[src/rtl/core_pipe_mem.sv]
// core_pipe_mem: memory stage; issues dmem requests, detects misalignment, owns the s3 register.
module core_pipe_mem #(
  parameter int XLEN       = 64,
  parameter int MEM_ADDR_W = 64,
  parameter int LSU_OP_W   = 7,
  parameter int CSR_OP_W   = 3,
  parameter int CSR_ADDR_W = 12,
  parameter int CFU_OP_W   = 3,
  parameter int WB_OP_W    = 2
) (
  input  logic                  g_clk,
  input  logic                  g_reset,
  input  logic                  flush,
  input  logic                  s2_valid,
  output logic                  s2_ready,
  input  logic [XLEN-1:0]       s2_pc,
  input  logic [XLEN-1:0]       s2_n_pc,
  input  logic [31:0]           s2_instr,
  input  logic [XLEN-1:0]       s2_wdata,
  input  logic [XLEN-1:0]       s2_sdata,
  input  logic [4:0]            s2_rd,
  input  logic [LSU_OP_W-1:0]   s2_lsu_op,
  input  logic [CSR_OP_W-1:0]   s2_csr_op,
  input  logic [CSR_ADDR_W-1:0] s2_csr_addr,
  input  logic [CFU_OP_W-1:0]   s2_cfu_op,
  input  logic [WB_OP_W-1:0]    s2_wb_op,
  input  logic                  s2_trap,
  output logic                  s3_valid,
  input  logic                  s3_ready,
  output logic                  s3_full,
  output logic [XLEN-1:0]       s3_pc,
  output logic [XLEN-1:0]       s3_n_pc,
  output logic [31:0]           s3_instr,
  output logic [XLEN-1:0]       s3_wdata,
  output logic [XLEN-1:0]       s3_sdata,
  output logic [4:0]            s3_rd,
  output logic [LSU_OP_W-1:0]   s3_lsu_op,
  output logic [CSR_OP_W-1:0]   s3_csr_op,
  output logic [CSR_ADDR_W-1:0] s3_csr_addr,
  output logic [CFU_OP_W-1:0]   s3_cfu_op,
  output logic [WB_OP_W-1:0]    s3_wb_op,
  output logic                  s3_trap,
  output logic                  dmem_req,
  output logic [MEM_ADDR_W-1:0] dmem_addr,
  output logic                  dmem_wen,
  output logic [7:0]            dmem_strb,
  output logic [XLEN-1:0]       dmem_wdata,
  input  logic                  dmem_gnt
);
  typedef enum logic {IDLE, REQ} state_t;
  state_t state, state_nxt;
  logic kill;
  logic [2:0] off;
  logic is_load, is_store, lsu, mis, trap, mem;
  logic [7:0] strb_base;
  logic [4:0] rd_nxt;
  assign off       = s2_wdata[2:0];
  assign is_load   = s2_lsu_op[0];
  assign is_store  = s2_lsu_op[1];
  assign lsu       = is_load || is_store;
  assign mis       = lsu && ((s2_lsu_op[3] && off[0]) || (s2_lsu_op[4] && off[1:0] != 2'b00) ||
                             (s2_lsu_op[5] && off != 3'b000));
  assign trap      = s2_trap || mis;
  assign mem       = lsu && !trap;
  assign strb_base = s2_lsu_op[2] ? 8'h01 : s2_lsu_op[3] ? 8'h03 : s2_lsu_op[4] ? 8'h0F :
                     s2_lsu_op[5] ? 8'hFF : 8'h00;
  // Upstream trap causes win over the local misalignment cause.
  assign rd_nxt    = s2_trap ? s2_rd : mis ? (is_load ? 5'd4 : 5'd6) : s2_rd;
  assign dmem_addr  = dmem_req ? (MEM_ADDR_W'(s2_wdata) & ~MEM_ADDR_W'(7)) : '0;
  assign dmem_wen   = dmem_req && is_store;
  assign dmem_strb  = dmem_req ? strb_base << off : 8'h00;
  assign dmem_wdata = dmem_req ? s2_sdata << {off, 3'b000} : '0;
  always_comb begin
    state_nxt = state;
    dmem_req  = 1'b0;
    s3_valid  = 1'b0;
    s2_ready  = 1'b0;
    if (state == REQ) begin
      dmem_req  = 1'b1;
      s2_ready  = dmem_gnt;
      s3_valid  = dmem_gnt && !kill && !flush && s3_ready;
      state_nxt = dmem_gnt ? IDLE : REQ;
    end else if (mem) begin
      dmem_req  = s2_valid && s3_ready && !flush;
      s3_valid  = dmem_req && dmem_gnt;
      s2_ready  = s3_valid || flush;
      state_nxt = (dmem_req && !dmem_gnt) ? REQ : IDLE;
    end else begin
      s3_valid = s2_valid && !flush;
      s2_ready = s3_ready || flush;
    end
    if (g_reset) begin
      state_nxt = IDLE;
      dmem_req  = 1'b0;
      s3_valid  = 1'b0;
      s2_ready  = 1'b0;
    end
  end
  always_ff @(posedge g_clk or posedge g_reset) begin
    if (g_reset) begin
      state       <= IDLE;
      kill        <= 1'b0;
      s3_full     <= 1'b0;
      s3_pc       <= '0;
      s3_n_pc     <= '0;
      s3_instr    <= '0;
      s3_wdata    <= '0;
      s3_sdata    <= '0;
      s3_rd       <= '0;
      s3_lsu_op   <= '0;
      s3_csr_op   <= '0;
      s3_csr_addr <= '0;
      s3_cfu_op   <= '0;
      s3_wb_op    <= '0;
      s3_trap     <= 1'b0;
    end else begin
      state <= state_nxt;
      kill  <= (state == REQ) && !dmem_gnt && (kill || flush);
      if (s3_ready || flush) s3_full <= s3_valid;
      if (s3_valid && s3_ready) begin
        s3_pc       <= s2_pc;
        s3_n_pc     <= s2_n_pc;
        s3_instr    <= s2_instr;
        s3_wdata    <= s2_wdata;
        s3_sdata    <= s2_sdata;
        s3_rd       <= rd_nxt;
        s3_lsu_op   <= s2_lsu_op;
        s3_csr_op   <= s2_csr_op;
        s3_csr_addr <= s2_csr_addr;
        s3_cfu_op   <= s2_cfu_op;
        s3_wb_op    <= s2_wb_op;
        s3_trap     <= trap;
      end
    end
  end
endmodule

[config.mk]
export PLATFORM = sky130hd
export DESIGN_NAME = core_pipe_mem
export DESIGN_NICKNAME = d
export VERILOG_FILES = /design/src/rtl/core_pipe_mem.sv
export SDC_FILE = /design/constraint.sdc
export NUM_CORES = 1
export LEC_CHECK = 0
export CAP_MARGIN = 20
export CORE_AREA = 2 2 304 306
export CTS_CLUSTER_DIAMETER = 100
export DETAILED_ROUTE_END_ITERATION = 10
export DIE_AREA = 0 0 306 308
export PLACE_DENSITY = 0.45
export SLEW_MARGIN = 20
export SYNTH_ARGS = -nofsm -noshare
export SYNTH_HDL_FRONTEND = slang
export SYNTH_SLANG_ARGS = --single-unit
[constraint.sdc]
create_clock -name g_clk -period 32 [get_ports g_clk]
set_input_delay 9.6 -clock g_clk [delete_from_list [all_inputs] [get_ports g_clk]]
set_output_delay 9.6 -clock g_clk [all_outputs]
set_load 0.01 [all_outputs]
Yosys cells after proc, flatten, opt, wreduce, memory -nomap -nowiden
Cells that the tools add are included.
Operators by class
  shift operators: 2
  mux-type cells: 24
  reductions and logical operators: 30
Operators with widths (count)
  two-way mux 64 bit: 2
  left shift 64 x 6 -> 64 bit: 1
  two-way mux 8 bit: 5
  logical AND 1 bit: 17
  two-way mux 1 bit: 14
  two-way mux 5 bit: 2
  left shift 8 x 3 -> 8 bit: 1
  logical OR 1 bit: 7
  zero test 1 bit: 4
  nonzero test 3 bit: 1
  two-way mux 2 bit: 1
  nonzero test 2 bit: 1
Storage, ports and cells
  register bits: 324
  input port bits: 327
  output and inout bits: 462
  word-level logic and storage cells: 71

Logic depth before layout (Yosys ltp)
Gate-level depths: netlist of run 1.
  depth in word-level cells: 12
  depth in mapped cells: 8

Worst setup path before layout of run 1
Ideal clock, no wire load.
  path type: input -> output
  start: input g_reset
  end: output dmem_addr[54]
  arrival: 20312 ps
  required time: 22400 ps
  slack: 2088 ps
  cell stages on the path: 3
  path through: clkinv_1 > clkbuf_1 > and3_1
On the way
  longest elaborated chain between the ends: 2
RTL lines
  from (decl): line 12  | input logic g_reset,
  two-way mux 1 bit: line 92  | if (g_reset) begin
  two-way mux 64 bit: line 69  | assign dmem_addr = dmem_req ? (MEM_ADDR_W'(s2_wdata) & ~MEM_ADDR_W'(7)) : '0;
  to (decl): line 44  | output logic [MEM_ADDR_W-1:0] dmem_addr,
Every way passes these cells.

Final worst setup path of run 1
  start: input s2_wdata[2]
  end: output dmem_wdata[38]
On the way
  longest elaborated chain between the ends: 11
  elaborated cells between the ends (all ways): 12
RTL lines
  from (decl): line 19  | input logic [XLEN-1:0] s2_wdata,
  nonzero test 3 bit: line 62  | (s2_lsu_op[5] && off != 3'b000));
  logical AND 1 bit: line 62
  logical OR 1 bit: line 61  | assign mis = lsu && ((s2_lsu_op[3] && off[0]) || (s2_lsu_op[4] && off[1:0] != 2'b00) ||
  logical AND 1 bit: line 61
  logical OR 1 bit: line 63  | assign trap = s2_trap || mis;
  zero test 1 bit: line 64  | assign mem = lsu && !trap;
  logical AND 1 bit: line 64
  two-way mux 1 bit: line 83  | end else if (mem) begin
  two-way mux 1 bit: line 78  | if (state == REQ) begin
  two-way mux 1 bit: line 92
  two-way mux 64 bit *: line 72  | assign dmem_wdata = dmem_req ? s2_sdata << {off, 3'b000} : '0;
  to (decl): line 47  | output logic [XLEN-1:0] dmem_wdata,
Mark *: on every way between the ends. The rest lies on a longest branch, timed or not.

==> metrics, run 1 <==
final weighted congestion in routability-driven placement=~0.85; Floorplan Core Area=~91,000 µm²; area share of xor/xnor cells in the synthesized design=0%; average cell area after synthesis=approximately 13 µm²; via count of the first global-routing pass=around 13,000; final-layout worst hold slack=between 400 and 500 ps; largest area contributor in the synthesized netlist=sky130_fd_sc_hd__dfrtp_1; Setup Skew=26.82 ps; iteration count of the initial detailed-routing pass=4; Max Fanout on Critical Path=70; highest ir drop seen on vdd=0.03112 mV; Mapped Cells=1,137; post-synth design cell area=roughly 15,000 µm²; final design instance area without fill=approximately 25,000 µm²; post-synthesis register bit count=about 320; clock insertion delay at the later pin of the skew report=570 ps; count of standard-cell rows=about 110; synth top area cells=sky130_fd_sc_hd__dfrtp_1 55%, sky130_fd_sc_hd__mux2_1 16%, sky130_fd_sc_hd__mux2_2 8.2%; number of enable flip-flop cells after synthesis=0; adder and majority cell fraction of the synthesized area=0%; number of failing hold endpoints at the final stage=0; Wirelength per Cell=21.60 µm; count of unique library cells instantiated by Yosys=a little over 40; wire length of the first global-routing pass=95.65 mm; clock tree from TritonCTS=done; minimum clock period after layout=around 23,000 ps; data arrival time of the critical path=between 10,000 and 15,000 ps; maximum clock path buffer count=3; proportion of synthesized chip area in sequential cells=roughly 55%; maximum number of pins on one net before global-route repair=roughly 160; Final Max Tran Viols=0; drc violations=0; hpwl dp=between 50 and 60 mm; Slew headroom=31.38%; most frequent CP cell=sky130_fd_sc_hd__buf_4; total wire length=67.21 mm; reg-to-reg setup timing slack=between 20,000 and 30,000 ps; area fraction in compound gates after synthesis=approximately 4%; buffer count from post-CTS setup fixing=0; cell breakdown of the critical path=clkdlybuf4s50_1 -> buf_4 -> a211oi_1 -> o31a_1 -> a21o_2 -> buf_4 -> nand2_1 -> buf_4 -> a21oi_1 -> clkdlybuf4s50_1; endpoint class of the critical path=output pin; global-route congestion overflow total=0; classification of the worst-slack hold path=reg -> reg; vias=approximately 12,000; share of the synthesized area in the top cell type=between 50% and 60%; async set-or-reset flop fraction in the synthesized netlist=100.0%; die extent in x=between 300 and 400 µm; dominant combinational cell family by area after synthesis=multiplexers; max frequency=around 44 MHz; share of synthesized area spent on multiplexers=between 30 and 40%; post-CTS clock slew at the launch and capture registers of the worst setup and hold paths=approximately 50 ps; root cell of the clock tree=sky130_fd_sc_hd__clkbuf_16; Post-CTS Hold Fix Bufs=0; setup violators final=0; antenna violations before repair=10; top cell family by delay on the critical path=buffers and inverters; required time at the worst-slack endpoint=around 22,000 ps; starting density of the core=between 15 and 20%; YS warnings=0; CP peak stage delay=around 560 ps; number of DRC markers after the initial detailed-route iteration=between 600 and 700; leakage power of the design=roughly 10 nW; unrepaired setup endpoints after global routing=false; Placed Instance Area=between 20,000 and 25,000 µm²; final total negative setup slack=0 ps; total of cells resized after clock tree synthesis=0; sink count of the clock tree=324; Total Die Area=about 94,000 µm²; basic-gate share of the synthesized area counting and, or, nand and nor cells=just under 8%; Max Cap Viol=0; total buffers and inverters traversed by the critical path=5; most frequently used flop master after synthesis=sky130_fd_sc_hd__dfrtp_1; Setup crit start kind=input pin; H-tree depth=2; most instantiated cells after synthesis=324 x sky130_fd_sc_hd__dfrtp_1, 209 x sky130_fd_sc_hd__mux2_1, 108 x sky130_fd_sc_hd__mux2_2, 72 x sky130_fd_sc_hd__and3_1, 60 x sky130_fd_sc_hd__mux2i_1; CP max stage cell=sky130_fd_sc_hd__clkdlybuf4s50_1; number of buffer cells added on primary ports=approximately 790; residual antenna-violating net count after detailed routing=0; actual slew at the worst max-slew pin=1029 ps; net count reported at finish=approximately 2,200; Crit Path Category=in -> out; final cycle utilization of the critical path=approximately 71%; All-Layer GR Usage=13.71%; most instantiated library cell after synthesis=sky130_fd_sc_hd__dfrtp_1; number of buffers inserted during clock tree synthesis=41; chip height=around 310 µm; vias per cell=about 4.0; run status=complete, no violations; Ports=~790; share of cells above drive strength 1=between 10% and 20%; post-synthesis to final-layout area growth=69.76%; Pwr per Cell Area=slightly above 60 nW/µm²
layout make-up:
cell class / instances / area [µm²]
Antenna cell: 7 / 17.52
Clock buffer: 52 / 1117
Clock inverter: 13 / 182.7
Fill cell: 9363 / 65730
Inverter: 7 / 33.78
Multi-Input combinational cell: 720 / 6280
Sequential cell: 324 / 8108
Tap cell: 1186 / 1484
Timing Repair Buffer: 802 / 8016
path summary, 6_finish.rpt:
check,cells after the start,startpoint,to
max reg2reg,7,state$_DFF_PP0_,s3_wdata[28]$_DFFE_PP0P_
min,2,s3_rd[1]$_DFFE_PP0P_,s3_rd[1]$_DFFE_PP0P_
min in group asynchronous,2,g_reset,s3_wdata[57]$_DFFE_PP0P_
max,10,s2_wdata[2],dmem_wdata[38]
min reg2reg,2,s3_rd[1]$_DFFE_PP0P_,s3_rd[1]$_DFFE_PP0P_
max in group asynchronous,4,g_reset,s3_pc[21]$_DFFE_PP0P_
cell families (layout without fill, tap and decap cells):
kind of cell           Yosys count  count (layout)
multiplexers                   391             391
buffers and inverters           95             874
other                            1              10
AND/OR/NAND/NOR                230             230
flip-flops                     324             324
AO/OA/AOI/OAI                   96              96
state kept, by name, summed over array words and instances, names as in the netlist:
signal / cells
s3_rd: 5
s3_csr_addr: 12
s3_csr_op: 3
s3_sdata: 64
s3_instr: 32
s3_pc: 64
s3_n_pc: 64
kill: 1
s3_wdata: 64
s3_full: 1
s3_wb_op: 2
s3_trap: 1
s3_cfu_op: 3
state: 1
s3_lsu_op: 7
worst min-delay path, stage by stage (launching register included):
cell                      delay (ps)
sky130_fd_sc_hd__dfrtp_1         340
sky130_fd_sc_hd__nand2_1          40
sky130_fd_sc_hd__o21ai_0          60
layer usage:
| layer | up-vias | routed length [µm] | track usage [%] |
|---|---|---|---|
| li1 | 5607 | - | - |
| met1 | 6173 | 26270 | 16.30 |
| met2 | 519 | 33700 | 23.69 |
| met3 | 97 | 5204 | 3.862 |
| met4 | 0 | 2038 | 4.628 |
| met5 | - | 0 | 0 |
per-stage QoR:
stage | setup slack (ps) | util (%) | cells | power [mW]
2_1_floorplan | 2088 | - | 1139 | 0.7618
3_3_place_gp | 9310 | 26.26 | 3038 | 1.116
3_5_place_dp | 9210 | 26.29 | 3039 | 1.121
4_1_cts | 9208 | 27.72 | 3104 | 1.601
5_1_grt | 8931 | 27.74 | 3108 | 1.650
6_report | 9149 | 27.74 | 3111 | 1.565
cells in the final DEF (no fill, tap or decap), types with 16 or more instances in the layout:
cell type                           n
sky130_fd_sc_hd__buf_4             16
sky130_fd_sc_hd__nor2_1            59
sky130_fd_sc_hd__mux2_1           209
sky130_fd_sc_hd__clkdlybuf4s50_1  783
sky130_fd_sc_hd__mux2_2           108
sky130_fd_sc_hd__nand2_1           45
sky130_fd_sc_hd__and3_1            72
sky130_fd_sc_hd__mux2i_1           60
sky130_fd_sc_hd__a211oi_1          28
sky130_fd_sc_hd__dfrtp_1          324
sky130_fd_sc_hd__clkbuf_16         41
sky130_fd_sc_hd__nor2b_1           16
sky130_fd_sc_hd__o21ai_0           19
sky130_fd_sc_hd__a21oi_1           33
report_power, final:
part	switching, mW	internal, mW
combinational	0.216	0.304
clock	0.189	0.270
sequential	0.0627	0.522
Power figures use the tool's default switching activity.
==> run 2, diff against run 1 <==
- clock period: 32 -> 22.6 ns (I/O delays scaled with it)
==> metrics, run 2 (synthesis results as in run 1) <==
iteration count of the initial detailed-routing pass=5 (was 4); minimum clock period after layout=approximately 17,000 ps; CP peak stage delay=670 ps (was 560 ps); share of cells above drive strength 1=11.16% (was 10.79%); chip height=308 µm (unchanged); total of cells resized after clock tree synthesis=0 (unchanged); H-tree depth=2 (unchanged); actual slew at the worst max-slew pin=1073 ps (was 1029 ps); required time at the worst-slack endpoint=15,820 ps (was 22,400 ps); final total negative setup slack=0 ps (unchanged); Setup crit start kind=input pin (unchanged); Wirelength per Cell=21.79 µm (was 21.60 µm); cell breakdown of the critical path=clkdlybuf4s50_1 -> buf_4 -> a211oi_1 -> o31a_1 -> a21o_2 -> buf_4 -> nand2_1 -> buf_4 -> nor2_1 -> clkdlybuf4s50_1 (was clkdlybuf4s50_1 -> buf_4 -> a211oi_1 -> o31a_1 -> a21o_2 -> buf_4 -> nand2_1 -> buf_4 -> a21oi_1 -> clkdlybuf4s50_1); count of standard-cell rows=111 (unchanged); number of buffer cells added on primary ports=785 (unchanged); final cycle utilization of the critical path=between 70% and 80%; startpoint of the tightest hold check path=s3_rd[3]$_DFFE_PP0P_ (was s3_rd[1]$_DFFE_PP0P_); post-CTS clock slew at the launch and capture registers of the worst setup and hold paths=50 ps (about the same); leakage power of the design=10.38 nW (was 10.31 nW); unrepaired setup endpoints after global routing=false (unchanged); top cell family by delay on the critical path=buffers and inverters (unchanged); end of the worst register-to-register path=s3_n_pc[13]$_DFFE_PP0P_ (was s3_wdata[28]$_DFFE_PP0P_); run status=complete, no violations (unchanged); net count reported at finish=2,222 (was 2,223); number of instances on the worst hold path=2 (unchanged); Max Cap Viol=0 (unchanged); reg-to-reg setup timing slack=18,330 ps (was 28,040 ps); Final Max Tran Viols=0 (unchanged); total wire length=67.99 mm (was 67.21 mm); classification of the worst-slack hold path=reg -> reg (unchanged); CP max stage cell=sky130_fd_sc_hd__clkdlybuf4s50_1 (unchanged); buffer count from post-CTS setup fixing=0 (unchanged); drc violations=0 (unchanged); global-route congestion overflow total=0 (unchanged); setup violators final=0 (unchanged); Crit Path Category=in -> out (unchanged); maximum clock path buffer count=3 (unchanged); Max Fanout on Critical Path=74 (was 70); cell count of the worst reg-to-reg path=7 (unchanged); endpoint class of the critical path=output pin (unchanged); Ports=789 (unchanged); Floorplan Core Area=90,970 µm² (unchanged); clock tree from TritonCTS=done (unchanged); most frequent standard cell in the layout excluding fill and tap cells=sky130_fd_sc_hd__clkdlybuf4s50_1 (unchanged); wire length of the first global-routing pass=95.94 mm (was 95.65 mm); post-synthesis to final-layout area growth=70.77% (was 69.76%); vias per cell=3.994 (was 3.985); launching point of the worst reg2reg path=state$_DFF_PP0_ (unchanged); clock insertion delay at the later pin of the skew report=580 ps (was 570 ps); max frequency=slightly below 60 MHz; Setup Skew=22.19 ps (was 26.82 ps); die extent in x=306 µm (unchanged); total buffers and inverters traversed by the critical path=5 (unchanged); residual antenna-violating net count after detailed routing=0 (unchanged); cell total after placement=3,035 (was 3,039); Pwr per Cell Area=89.85 nW/µm² (was 61.99 nW/µm²); CP startpoint=s2_wdata[2] (unchanged); end point of the most critical hold path=s3_rd[3]$_DFFE_PP0P_ (was s3_rd[1]$_DFFE_PP0P_); sink count of the clock tree=324 (unchanged); vias=12,470 (was 12,400); highest ir drop seen on vdd=0.05450 mV (was 0.03112 mV); most frequent cells in the layout=783 x sky130_fd_sc_hd__clkdlybuf4s50_1, 324 x sky130_fd_sc_hd__dfrtp_1, 209 x sky130_fd_sc_hd__mux2_1 (unchanged); data arrival time of the critical path=10,480 ps (was 13,250 ps); maximum number of pins on one net before global-route repair=134 (was 162); hpwl dp=53.21 mm (was 52.54 mm); All-Layer GR Usage=13.82% (was 13.71%); final weighted congestion in routability-driven placement=0.8614 (was 0.8460); antenna violations before repair=13 (was 10); starting density of the core=16.34% (unchanged); number of failing hold endpoints at the final stage=0 (unchanged); Slew headroom=28.49% (was 31.38%); Final Total Pwr=2.281 mW (was 1.565 mW); post-route insts no fill=3,121 (was 3,111); number of buffers inserted during clock tree synthesis=44 (was 41); Post-CTS Hold Fix Bufs=0 (unchanged); number of DRC markers after the initial detailed-route iteration=650 (was 602); most frequent CP cell=sky130_fd_sc_hd__buf_4 (unchanged); root cell of the clock tree=sky130_fd_sc_hd__clkbuf_16 (unchanged); Total Die Area=94,250 µm² (unchanged); via count of the first global-routing pass=13,160 (was 13,270)
-- run 2: cell count changes in the layout (fill, tap and decap cells not counted), sizes merged --
cell	previous run	this run
diode	7	8
inv	8	10
buf	19	15
clkbuf	52	63
clkinvlp	1	0
clkinv	8	9
-- run 2: worst min-delay path, cell delays in order (launching register included) --
cell and delay (ps):
sky130_fd_sc_hd__dfrtp_1 340, sky130_fd_sc_hd__nand2_1 50, sky130_fd_sc_hd__o21ai_0 60
-- run 2: metal layers --
metal | up-vias | routed length (µm) | global-route usage (%)
met1 | 6274 | 27300 | 16.49
li1 | 5604 | - | -
met3 | 93 | 4770 | 3.573
met4 | 2 | 1933 | 4.342
met2 | 493 | 33970 | 24.21
met5 | - | 16 | 0
-- run 2: layout make-up --
type                    count  area (µm²)
repair buffers            798        7966
inverters                   7       33.78
diodes                      8       20.02
multi-input cells         720        6280
clock inverters            15       195.2
flip-flops and latches    324        8108
fillers                  9363       65580
clock buffers              63        1304
well taps                1186        1484
-- run 2: worst max-delay path by stage --
| stage | to | slack [ps] | cells after the start |
|---|---|---|---|
| final | dmem_wdata[54] | 5340 | 10 |
| after CTS | dmem_wdata[54] | 5290 | 10 |
| after global routing | dmem_wdata[54] | 5090 | 10 |
| after floorplan | dmem_addr[54] | 3810 | 3 |
| after global placement | dmem_wdata[54] | 5460 | 10 |
| after detailed placement | dmem_wdata[54] | 5310 | 10 |
-- run 2: stage by stage --
stage | area [µm²] | hold WS [ps] | util (%) | setup slack, ps
2_1_floorplan | 14880 | 443.5 | - | 3813
3_3_place_gp | 23870 | 462.5 | 26.23 | 5461
5_1_grt | 25380 | 496.6 | 27.90 | 5094
4_1_cts | 25370 | 485.0 | 27.89 | 5290
6_report | 25390 | 479.5 | 27.91 | 5338
3_5_place_dp | 23870 | 468.7 | 26.24 | 5310
-- run 2: report_power, final --
group	internal [mW]	leakage [nW]	total, mW	switching, mW
logic	0.430	5.78	0.737	0.308
registers	0.740	3.86	0.823	0.0838
clock network	0.437	0.744	0.721	0.283
==> run 3, diff against run 2 <==
- clock period: 22.6 -> 17.2 ns (I/O delays scaled with it)
==> metrics, run 3 (synthesis results as in run 1) <==
Final Max Tran Viols=0 (unchanged); number of DRC markers after the initial detailed-route iteration=582 (was 650); unrepaired setup endpoints after global routing=false (unchanged); maximum clock path buffer count=3 (unchanged); All-Layer GR Usage=13.80% (was 13.82%); highest ir drop seen on vdd=0.07540 mV (was 0.05450 mV); hpwl dp=53.29 mm (was 53.21 mm); clock tree from TritonCTS=done (unchanged); number of failing hold endpoints at the final stage=0 (unchanged); clock insertion delay at the later pin of the skew report=570 ps (was 580 ps); top cell family by delay on the critical path=compound AO/OA/AOI/OAI gates (was buffers and inverters); cell count of the worst reg-to-reg path=6 (was 7); layer carrying the most global-route usage=met2 (unchanged); post-CTS clock slew at the launch and capture registers of the worst setup and hold paths=60 ps (was 50 ps); starting density of the core=16.34% (unchanged); chip height=308 µm (unchanged); Setup crit start kind=input pin (unchanged); CP peak stage delay=630 ps (was 670 ps); CP max stage cell=sky130_fd_sc_hd__nand2_1 (was sky130_fd_sc_hd__clkdlybuf4s50_1); buffer count from post-CTS setup fixing=0 (unchanged); reg-to-reg setup timing slack=14,160 ps (was 18,330 ps); Slew headroom=33.14% (was 28.49%); Post-CTS Hold Fix Bufs=0 (unchanged); drc violations=0 (unchanged); minimum clock period after layout=around 14,000 ps; post-route insts no fill=3,122 (was 3,121); global-route congestion overflow total=0 (unchanged); total buffers and inverters traversed by the critical path=3 (was 5); leakage power of the design=10.32 nW (was 10.38 nW); count of standard-cell rows=111 (unchanged); setup violators final=0 (unchanged); Crit Path Category=in -> out (unchanged); Total Die Area=94,250 µm² (unchanged); antenna violations before repair=10 (was 13); H-tree depth=2 (unchanged); Setup Skew=21.20 ps (was 22.19 ps); number of instances on the worst hold path=1 (was 2); number of buffer cells added on primary ports=785 (unchanged); Seq. cell area=8108 µm² (unchanged); Floorplan Core Area=90,970 µm² (unchanged); Max Fanout on Critical Path=34 (was 74); iteration count of the initial detailed-routing pass=5 (unchanged); die extent in x=306 µm (unchanged); total wire length=68.15 mm (was 67.99 mm); most frequent standard cell in the layout excluding fill and tap cells=sky130_fd_sc_hd__clkdlybuf4s50_1 (unchanged); residual antenna-violating net count after detailed routing=0 (unchanged); run status=complete, no violations (unchanged); routing usage on met2=23.84% (was 24.21%); data arrival time of the critical path=8540 ps (was 10,480 ps); Max Cap Viol=0 (unchanged); final cycle utilization of the critical path=between 70% and 80%; WP depth=8 (was 10); final weighted congestion in routability-driven placement=0.8532 (was 0.8614); number of buffers inserted during clock tree synthesis=44 (unchanged); cell total after placement=3,039 (was 3,035); endpoint class of the critical path=output pin (unchanged); max frequency=between 70 and 80 MHz; actual slew at the worst max-slew pin=1001 ps (was 1073 ps); final total negative setup slack=0 ps (unchanged); required time at the worst-slack endpoint=12,040 ps (was 15,820 ps); share of cells above drive strength 1=10.83% (was 11.16%); cell breakdown of the critical path=clkdlybuf4s50_1 -> buf_4 -> a211oi_1 -> o31a_1 -> a21o_2 -> nand2_1 -> a211oi_1 -> clkdlybuf4s50_1 (was clkdlybuf4s50_1 -> buf_4 -> a211oi_1 -> o31a_1 -> a21o_2 -> buf_4 -> nand2_1 -> buf_4 -> nor2_1 -> clkdlybuf4s50_1); net count reported at finish=2,226 (was 2,222); post-synthesis to final-layout area growth=69.97% (was 70.77%); vias=12,510 (was 12,470); most frequent cells in the layout=783 x sky130_fd_sc_hd__clkdlybuf4s50_1, 324 x sky130_fd_sc_hd__dfrtp_1, 209 x sky130_fd_sc_hd__mux2_1 (unchanged); maximum number of pins on one net before global-route repair=148 (was 134); met1 Use GR=16.80% (was 16.49%); Pwr per Cell Area=116.0 nW/µm² (was 89.85 nW/µm²); classification of the worst-slack hold path=reg -> reg (unchanged); wire length of the first global-routing pass=95.94 mm (about the same); Fill cells=9,489 (was 9,363); Wirelength per Cell=21.83 µm (was 21.79 µm); multi-input logic area=6277 µm² (was 6280 µm²); sink count of the clock tree=324 (unchanged); total of cells resized after clock tree synthesis=0 (unchanged); vias per cell=4.007 (was 3.994); via count of the first global-routing pass=13,220 (was 13,160); root cell of the clock tree=sky130_fd_sc_hd__clkbuf_16 (unchanged); Ports=789 (unchanged); met3 layer usage reported by global route=3.614% (was 3.573%)
-- run 3: cell types whose count changed in the layout (fill, tap and decap cells not counted), sizes merged --
cell	delta
buf	+4
bufinv	-2
clkinv	-2
inv	+2
clkbuf	-1
clkinvlp	+1
diode	-1
-- run 3: power by group --
group	switching, mW	total [mW]	internal (mW)	leakage (nW)
registers	0.112	1.08	0.972	3.86
logic	0.403	0.968	0.565	5.80
clock network	0.372	0.880	0.508	0.662
-- run 3: final timing paths --
| path | start | to |
|---|---|---|
| setup / recovery | s2_wdata[2] | dmem_wdata[25] |
| hold / removal | kill$_DFF_PP0_ | kill$_DFF_PP0_ |
| setup reg to reg | state$_DFF_PP0_ | s3_sdata[53]$_DFFE_PP0P_ |
| hold reg to reg | kill$_DFF_PP0_ | kill$_DFF_PP0_ |
| max in group asynchronous | g_reset | s3_n_pc[28]$_DFFE_PP0P_ |
| min in group asynchronous | g_reset | state$_DFF_PP0_ |
-- run 3: per-layer routing --
metal	vias to the layer above	wire length, µm
met1	6298	28100
met4	2	1817
met3	85	4774
met2	509	33450
met5	-	13
li1	5615	-
-- run 3: worst reg2reg max path, stage by stage, from the launching register on --
cell and delay (ps):
sky130_fd_sc_hd__dfrtp_1 430, sky130_fd_sc_hd__nand2_1 80, sky130_fd_sc_hd__o221ai_1 160, sky130_fd_sc_hd__o21ai_4 160, sky130_fd_sc_hd__buf_4 650, sky130_fd_sc_hd__buf_4 960, sky130_fd_sc_hd__mux2_2 500
-- run 3: per-stage QoR --
step | utilization, % | total power [mW] | area, µm² | hold WS, ps | worst slack, ps
6_report | 27.78 | 2.932 | 25270 | 474.7 | 3499
5_1_grt | 27.77 | 3.087 | 25260 | 502.3 | 3304
3_5_place_dp | 26.27 | 2.081 | 23900 | 465.0 | 3464
3_3_place_gp | 26.27 | 2.072 | 23900 | 455.4 | 3571
4_1_cts | 27.76 | 2.998 | 25250 | 479.2 | 3471
2_1_floorplan | - | 1.417 | 14880 | 443.5 | 1653
-- run 3: cell type report --
cell class	count	share of cell area, %
antenna	7	0.06932
clock buffer	62	4.783
clock inverter	14	0.5743
inverter	7	0.1337
multi-input combinational	720	24.84
sequential	324	32.08
tap	1186	5.872
timing repair buffer	802	31.64
